[src/rtl/banner_scroll_ctrl.sv]
`timescale 1ns/1ps
`default_nettype none
// ============================================================================
//  Module      : banner_scroll_ctrl
//  Description : Reads a window of consecutive rows out of a banner ROM once
//                per display frame and streams them to the LED-matrix row
//                writer over valid/ready. The window start advances by one
//                row every SCROLL_FRAMES frames and wraps at ROWS.
//  Revision    : 1.0 - initial release
// ============================================================================
module banner_scroll_ctrl #(
    parameter int ROWS          = 129,
    parameter int WIDTH         = 57,
    parameter int WINDOW        = 16,
    parameter int SCROLL_FRAMES = 4
) (
    input  logic                                             clk,
    input  logic                                             rst_n,
    input  logic                                             enable,
    input  logic                                             frame_tick,
    output logic [7:0]                                       rom_address,
    input  logic [WIDTH-1:0]                                 rom_data,
    output logic [WIDTH-1:0]                                 out_data,
    output logic [((WINDOW > 1) ? $clog2(WINDOW) : 1)-1:0]   out_row,
    output logic                                             out_valid,
    input  logic                                             out_ready,
    output logic                                             out_last,
    output logic                                             busy,
    output logic [7:0]                                       scroll_offset,
    output logic                                             tick_overrun
);

    localparam int ROW_W = (WINDOW > 1) ? $clog2(WINDOW) : 1;
    localparam int CNT_W = (SCROLL_FRAMES > 1) ? $clog2(SCROLL_FRAMES) : 1;

    localparam logic [ROW_W-1:0] c_LAST_ROW   = ROW_W'(WINDOW - 1);
    localparam logic [CNT_W-1:0] c_LAST_FRAME = CNT_W'(SCROLL_FRAMES - 1);
    localparam logic [7:0]       c_LAST_ADDR  = 8'(ROWS - 1);

    localparam logic [2:0] c_IDLE      = 3'd0;
    localparam logic [2:0] c_WAIT_TICK = 3'd1;
    localparam logic [2:0] c_ISSUE     = 3'd2;
    localparam logic [2:0] c_FETCH     = 3'd3;
    localparam logic [2:0] c_SEND      = 3'd4;

    logic [2:0]       r_state;
    logic [7:0]       r_rom_address;
    logic [7:0]       r_row_addr;
    logic [7:0]       r_scroll_offset;
    logic [CNT_W-1:0] r_frame_cnt;
    logic [WIDTH-1:0] r_out_data;
    logic [ROW_W-1:0] r_out_row;
    logic             r_out_valid;
    logic             r_out_last;
    logic             r_tick_overrun;
    logic             w_busy;

    // Next ROM row with wrap from the last valid row back to row 0, so the
    // all-zero tail of the ROM is never addressed.
    function automatic logic [7:0] f_next(input logic [7:0] a);
        return (a == c_LAST_ADDR) ? 8'd0 : a + 8'd1;
    endfunction

    // A frame is in flight from the address issue until the last handshake.
    always_comb begin
        w_busy = (r_state == c_ISSUE) || (r_state == c_FETCH) || (r_state == c_SEND);
    end

    // Frame sequencer: issue address, capture ROM data, hold until accepted.
    always_ff @(posedge clk or negedge rst_n) begin
        if (!rst_n) begin
            r_state         <= c_IDLE;
            r_rom_address   <= 8'd0;
            r_row_addr      <= 8'd0;
            r_scroll_offset <= 8'd0;
            r_frame_cnt     <= '0;
            r_out_data      <= '0;
            r_out_row       <= '0;
            r_out_valid     <= 1'b0;
            r_out_last      <= 1'b0;
            r_tick_overrun  <= 1'b0;
        end else begin
            // A tick arriving mid-frame is dropped, not queued; flag it.
            r_tick_overrun <= frame_tick && w_busy;
            case (r_state)
                c_IDLE: begin
                    if (enable) r_state <= c_WAIT_TICK;
                end
                c_WAIT_TICK: begin
                    if (!enable) begin
                        r_state <= c_IDLE;
                    end else if (frame_tick) begin
                        r_rom_address <= r_scroll_offset;
                        r_row_addr    <= r_scroll_offset;
                        r_out_row     <= '0;
                        r_state       <= c_ISSUE;
                    end
                end
                c_ISSUE: begin
                    // ROM captures rom_address at the end of this cycle.
                    r_state <= c_FETCH;
                end
                c_FETCH: begin
                    r_out_data  <= rom_data;
                    r_out_valid <= 1'b1;
                    r_out_last  <= (r_out_row == c_LAST_ROW);
                    r_state     <= c_SEND;
                end
                c_SEND: begin
                    if (r_out_valid && out_ready) begin
                        r_out_valid <= 1'b0;
                        if (!r_out_last) begin
                            r_row_addr    <= f_next(r_row_addr);
                            r_rom_address <= f_next(r_row_addr);
                            r_out_row     <= r_out_row + ROW_W'(1);
                            r_state       <= c_ISSUE;
                        end else begin
                            if (r_frame_cnt == c_LAST_FRAME) begin
                                r_frame_cnt     <= '0;
                                r_scroll_offset <= f_next(r_scroll_offset);
                            end else begin
                                r_frame_cnt <= r_frame_cnt + CNT_W'(1);
                            end
                            r_state <= enable ? c_WAIT_TICK : c_IDLE;
                        end
                    end
                end
                default: begin
                    r_state <= c_IDLE;
                end
            endcase
        end
    end

    assign rom_address   = r_rom_address;
    assign out_data      = r_out_data;
    assign out_row       = r_out_row;
    assign out_valid     = r_out_valid;
    assign out_last      = r_out_last;
    assign busy          = w_busy;
    assign scroll_offset = r_scroll_offset;
    assign tick_overrun  = r_tick_overrun;

endmodule
`default_nettype wire
[config.mk]
export PLATFORM = sky130hd
export DESIGN_NAME = banner_scroll_ctrl
export DESIGN_NICKNAME = d
export VERILOG_FILES = /design/src/rtl/banner_scroll_ctrl.sv
export SDC_FILE = /design/constraint.sdc
export NUM_CORES = 1
export LEC_CHECK = 0
export CORE_ASPECT_RATIO = 0.9
export CORE_MARGIN = 1.5
export CORE_UTILIZATION = 62
export DETAILED_ROUTE_END_ITERATION = 6
export DONT_BUFFER_PORTS = 1
export MAX_ROUTING_LAYER = met4
export PLACE_DENSITY = 0.84
export SLEW_MARGIN = 25
export SYNTH_ARGS = -nofsm -noshare
export SYNTH_HDL_FRONTEND = slang
export SYNTH_SLANG_ARGS = --single-unit
[constraint.sdc]
create_clock -name clk -period 1.95 [get_ports clk]
set_input_delay 0.2925 -clock clk [delete_from_list [all_inputs] [get_ports clk]]
set_output_delay 0.2925 -clock clk [all_outputs]
set_load 0.1 [all_outputs]
==> results of run 1 <==
## state kept, by name, indices dropped and copies added (netlist names)
signal and flops:
out_data 57, r_row_addr 8, out_valid 1, out_last 1, out_row 4, r_state 3
tick_overrun 1, r_frame_cnt 2, scroll_offset 8
## logic make-up after synthesis
family | share of synthesized area [%]
flops | 58.42
simple gates | 11.62
mux | 18.25
compound gates | 6.220
buf+inv | 1.993
xor+xnor | 1.444
fa+ha+maj | 2.062
## area by class of cell
type	count	area (um2)	share of cell area (%)
Multi-Input combinational cell	176	1444	35.05
Tap cell	70	87.58	2.126
Inverter	7	26.28	0.6379
Clock buffer	12	165.2	4.010
Sequential cell	85	2138	51.91
Clock inverter	4	30.03	0.7290
Timing Repair Buffer	27	227.7	5.529
## what timing repair did
action / 4_1_cts / 5_1_grt
endpoints found under the hold margin: 85 / 85
resized for setup: 0 / 0
setup buffers: 0 / 0
## worst paths after layout
path	from	endpoint	slack [ps]	depth (start not counted)
setup / recovery	r_state[0]	busy	80	3
hold / removal	rst_n	out_data[28]	-370	0
setup reg to reg	r_state[0]	r_row_addr[2]	270	4
hold reg to reg	r_frame_cnt[1]	r_frame_cnt[1]	520	1
max in group asynchronous	rst_n	r_row_addr[0]	2180	0
min in group clk	frame_tick	tick_overrun	70	1
## through the flow
step	worst slack, ps	util (%)
floorplan	5.912	-
global placement	334.0	69.32
detailed placement	288.6	69.32
CTS	54.68	72.77
global route	4.191	72.77
finish	75.14	72.77
## routing by layer
layer  share of wire (%)  track usage [%]  vias to the layer above
li1                    -                -                     1052
met5                   0                -                        -
met3                 7.9            7.151                        9
met1                  40            29.67                     1140
met4                 1.2            8.379                        0
met2                  51            36.47                      108
## cells in the final DEF, fill, tap and decap left out, drive strengths merged, types with 2 or more instances in the layout
master,synthesis,layout
dfrtp,85,85
mux2,59,59
buf,8,27
nand2,21,21
clkbuf,1,12
nand3,12,12
nor2,10,10
o21ai,10,10
inv,7,8
nand4,6,6
ha,6,6
nor3,5,5
and3,4,4
nand2b,3,3
and2,3,3
xor2,3,3
xnor2,3,3
a22oi,3,3
o211ai,2,2
a221o,2,2
a31oi,2,2
a32oi,2,2
a21oi,2,2
nor3b,2,2
nor4b,2,2
clkinv,0,2
==> impl_metrics.toml, run 1 <==
[synthesis]
ys.flop_type = "dfrtp_1"
yosysWarnings = 0
avgSynthCellArea_um2 = 13.14
synth.top_cell.area_share_pct = 58.42
synth.net_count = 345
yosysUniqueCellTypes = 47
ys_top_cells_by_area = "dfrtp_1 (58%), mux2_2 (18%), ha_1 (2.1%)"
syn-cell-area_um2 = 3641
synth-seq-cells = 85
synth_common_cells = "dfrtp_1 (85), mux2_2 (59), nand2_1 (20), nand3_1 (11)"
synth-edff-count = 0
syn-instance-count = 277
async_reset_ff_share_pct = 100.0
synth-seq-area-share_pct = 58.42
yosys.area.top_type = "dfrtp_1"
synth_most_common_cell = "dfrtp_1"

[timing]
final_max_slew_viol_count = 0
setup_tns_ps = 0
finalCritPeriodShare_pct = 96.15
worst_pin_slew_ps = 929.6
clock_skew_ps = 8.007
setup_viol = 0
hold_viol = 85
relSlewSlack_pct = 38.03
fin_crit_ps = 1875
fmax_mhz = 533.4
rsz0062_at_grt = "false"
whs_ps = -366.2

[cts]
cts_tree = "done"
h-tree-depth = 3
clock_sinks = 85
cts_made_buffers = 9
clkLatencyLatePin_ps = 350
root_buffer = "clkbuf_8"
cts_buffer_depth = 2
clkTransAtPathRegs_ps = 80

[status]
status = "finished, violations left"
violations = "hold timing"

[setup_path]
critical_path.cell_chain = "or3b_4 -> nand2b_1 -> buf_12"
cp_max_fo = 6
critPathMaxStageDelay_ps = 460
critPathBufInv = 1
endpoint_kind = "primary output"
critPathLaunchType = "flip-flop"
arrival_ps = 1580
critical-path-top-delay-family = "simple AND/OR/NAND/NOR gates"
crit_slowest_cell = "or3b_4"
cp.required_ps = 1660
critPathKind = "flip-flop to primary output"

[global_route]
antenna_found_initial = 0
overflow = 0
grt_pass1_vias = 2207
grtUsageTotal_pct = 23.39
grt_max_degree = 86
grt_pass1_wl_um = 11040

[detailed_routing]
drt_iter0_markers = 188
vias = 2309
ant_nets = 0
firstDrtPassIters = 4
wl_per_cell_um = 19.08
remaining_drc_errors = 0
vias_per_cell = 6.060
routed_wl_um = 7268

[cells_and_area]
nets = 374
area_growth_pct = 13.13
stdcell_area_um2 = 4119
fin_cells = 381
final.fill_count = 417
antenna_cells = 0
drive_gt1_share_pct = 39.23

[floorplanning]
die_w_um = 83.78
fp-row-count = 26
die_h_um = 75.70
coreArea_um2 = 5660
die_area_um2 = 6342
io_pins = 143
initial_core_util_pct = 64.32

[job]
drv_cap = 0

[placement]
dp.cells = 365
port_buffers = 0
gp_congestion = 0.8640
dp_hpwl_um = 5328
post_dp_cell_area_um2 = 3924

[hold_path]
hp-class = "input port to async pin"
Power of run 1 is left out: the tool's default activity adds up to more than one toggle a clock period on the data nets, which glitch-free logic cannot reach.
==> run 2: changes to the inputs <==
Clock period 1.95 ns to 2.42 ns, I/O delays scaled along.
==> run 2 against run 1 <==
The run now ends clean. Via count is 0.26% higher. Sequential cell count unchanged. Final area increased by 1.0%. First-iteration DRC count shrank 36%. Critical endpoint unchanged. Highest routed layer unchanged.
==> impl_metrics.toml, run 2 (synthesis gave the netlist of run 1 again) <==
[cts]
clkTransAtPathRegs_ps = 90
clock_sinks = 85
root_buffer = "clkbuf_8"
h-tree-depth = 3
clkLatencyLatePin_ps = 350
cts_setup_buffers = 0
cts_buffer_depth = 2
cts_made_buffers = 9
cts_tree = "done"

[global_route]
grtUsageTotal_pct = 23.34
grt_pass1_vias = 2253
overflow = 0
grt_max_degree = 86
antenna_found_initial = 0
grt_pass1_wl_um = 10940

[detailed_routing]
remaining_drc_errors = 0
drt_iter0_markers = 121
routed_wl_um = 7233
wl_per_cell_um = 18.93
vias = 2315
firstDrtPassIters = 4
vias_per_cell = 6.060
ant_nets = 0

[timing]
fin_crit_ps = 2029
setup_tns_ps = 0
finalCritPeriodShare_pct = 83.86
whs_ps = 152.2
setup_viol = 0
worst_pin_slew_ps = 925.8
clock_skew_ps = 8.178
rsz0062_at_grt = "false"
fmax_mhz = 492.7
hold_viol = 0
final_max_slew_viol_count = 0
relSlewSlack_pct = 38.28

[placement]
dp_hpwl_um = 5354
gp_congestion = 0.8777
port_buffers = 0
dp.cells = 364

[setup_path]
cp_max_fo = 6
critPathBufInv = 1
critPathMaxStageDelay_ps = 470
critical_path.cell_chain = "or3b_4 -> nand2b_1 -> buf_4"
critical-path-top-delay-family = "simple AND/OR/NAND/NOR gates"
arrival_ps = 1670
cp.required_ps = 2060
critPathLaunchType = "flip-flop"
endpoint_kind = "primary output"
critPathKind = "flip-flop to primary output"
crit_slowest_cell = "or3b_4"

[cells_and_area]
final_cell_mix = "dfrtp_1 (85), mux2_2 (59), buf_4 (25)"
drive_gt1_share_pct = 36.22
area_growth_pct = 14.30
postLayoutCoreUtil_pct = 73.52
final_common_cell = "dfrtp_1"
antenna_cells = 0
largest_register_ffs = 57
nets = 375
fin_cells = 382

[job]
drv_cap = 0

[floorplanning]
die_w_um = 83.78
die_h_um = 75.70
die_area_um2 = 6342
initial_core_util_pct = 64.32
io_pins = 143
fp-row-count = 26
coreArea_um2 = 5660

[hold_path]
hp-class = "input port to flip-flop"

[status]
status = "completed"
[run 2: routing by layer]
metal	wire (um)	GRT usage, %	vias to the layer above
met5	0	-	-
met4	95	9.836	0
met3	544	7.801	9
met2	3805	38.53	97
met1	2788	26.83	1151
li1	-	-	1058
[run 2: cell type report]
class / count / area [um2]
clock buffer: 10 / 137.6
clock inverter: 6 / 93.84
fill: 382 / 1499
inverter: 7 / 26.28
multi-input combinational: 176 / 1444
sequential: 85 / 2127
tap: 70 / 87.58
timing repair buffer: 28 / 245.2
[run 2: timing repair]
item	CTS	global route
endpoints found under the setup margin	0	0
resized for setup	0	0
hold buffers	2	0
endpoints found under the hold margin	85	0
[run 2: stage by stage]
stage	area [um2]	worst slack, ps
after floorplan	3641	271.4
after detailed placement	3892	701.0
after global placement	3892	731.1
after global routing	4161	328.9
after CTS	4161	376.2
final	4161	390.6
[run 2: worst register-to-register path: stages, from the launching register on]
cell	delay, ps
dfrtp_1	460
or3b_4	470
nor3_4	350
nand2_2	140
o311ai_2	220
[run 2: path summary, 6_finish.rpt]
| path | from | endpoint | slack, ps | depth (start not counted) |
|---|---|---|---|---|
| setup / recovery | r_state[0] | busy | 390 | 3 |
| hold / removal | rom_data[0] | out_data[0] | 150 | 1 |
| setup reg to reg | r_state[0] | r_row_addr[2] | 700 | 4 |
| hold reg to reg | r_frame_cnt[1] | r_frame_cnt[1] | 510 | 1 |
| max in group asynchronous | rst_n | out_data[15] | 1470 | 2 |
| min in group asynchronous | rst_n | out_data[45] | 580 | 2 |
Power of run 2 is left out for the same reason.
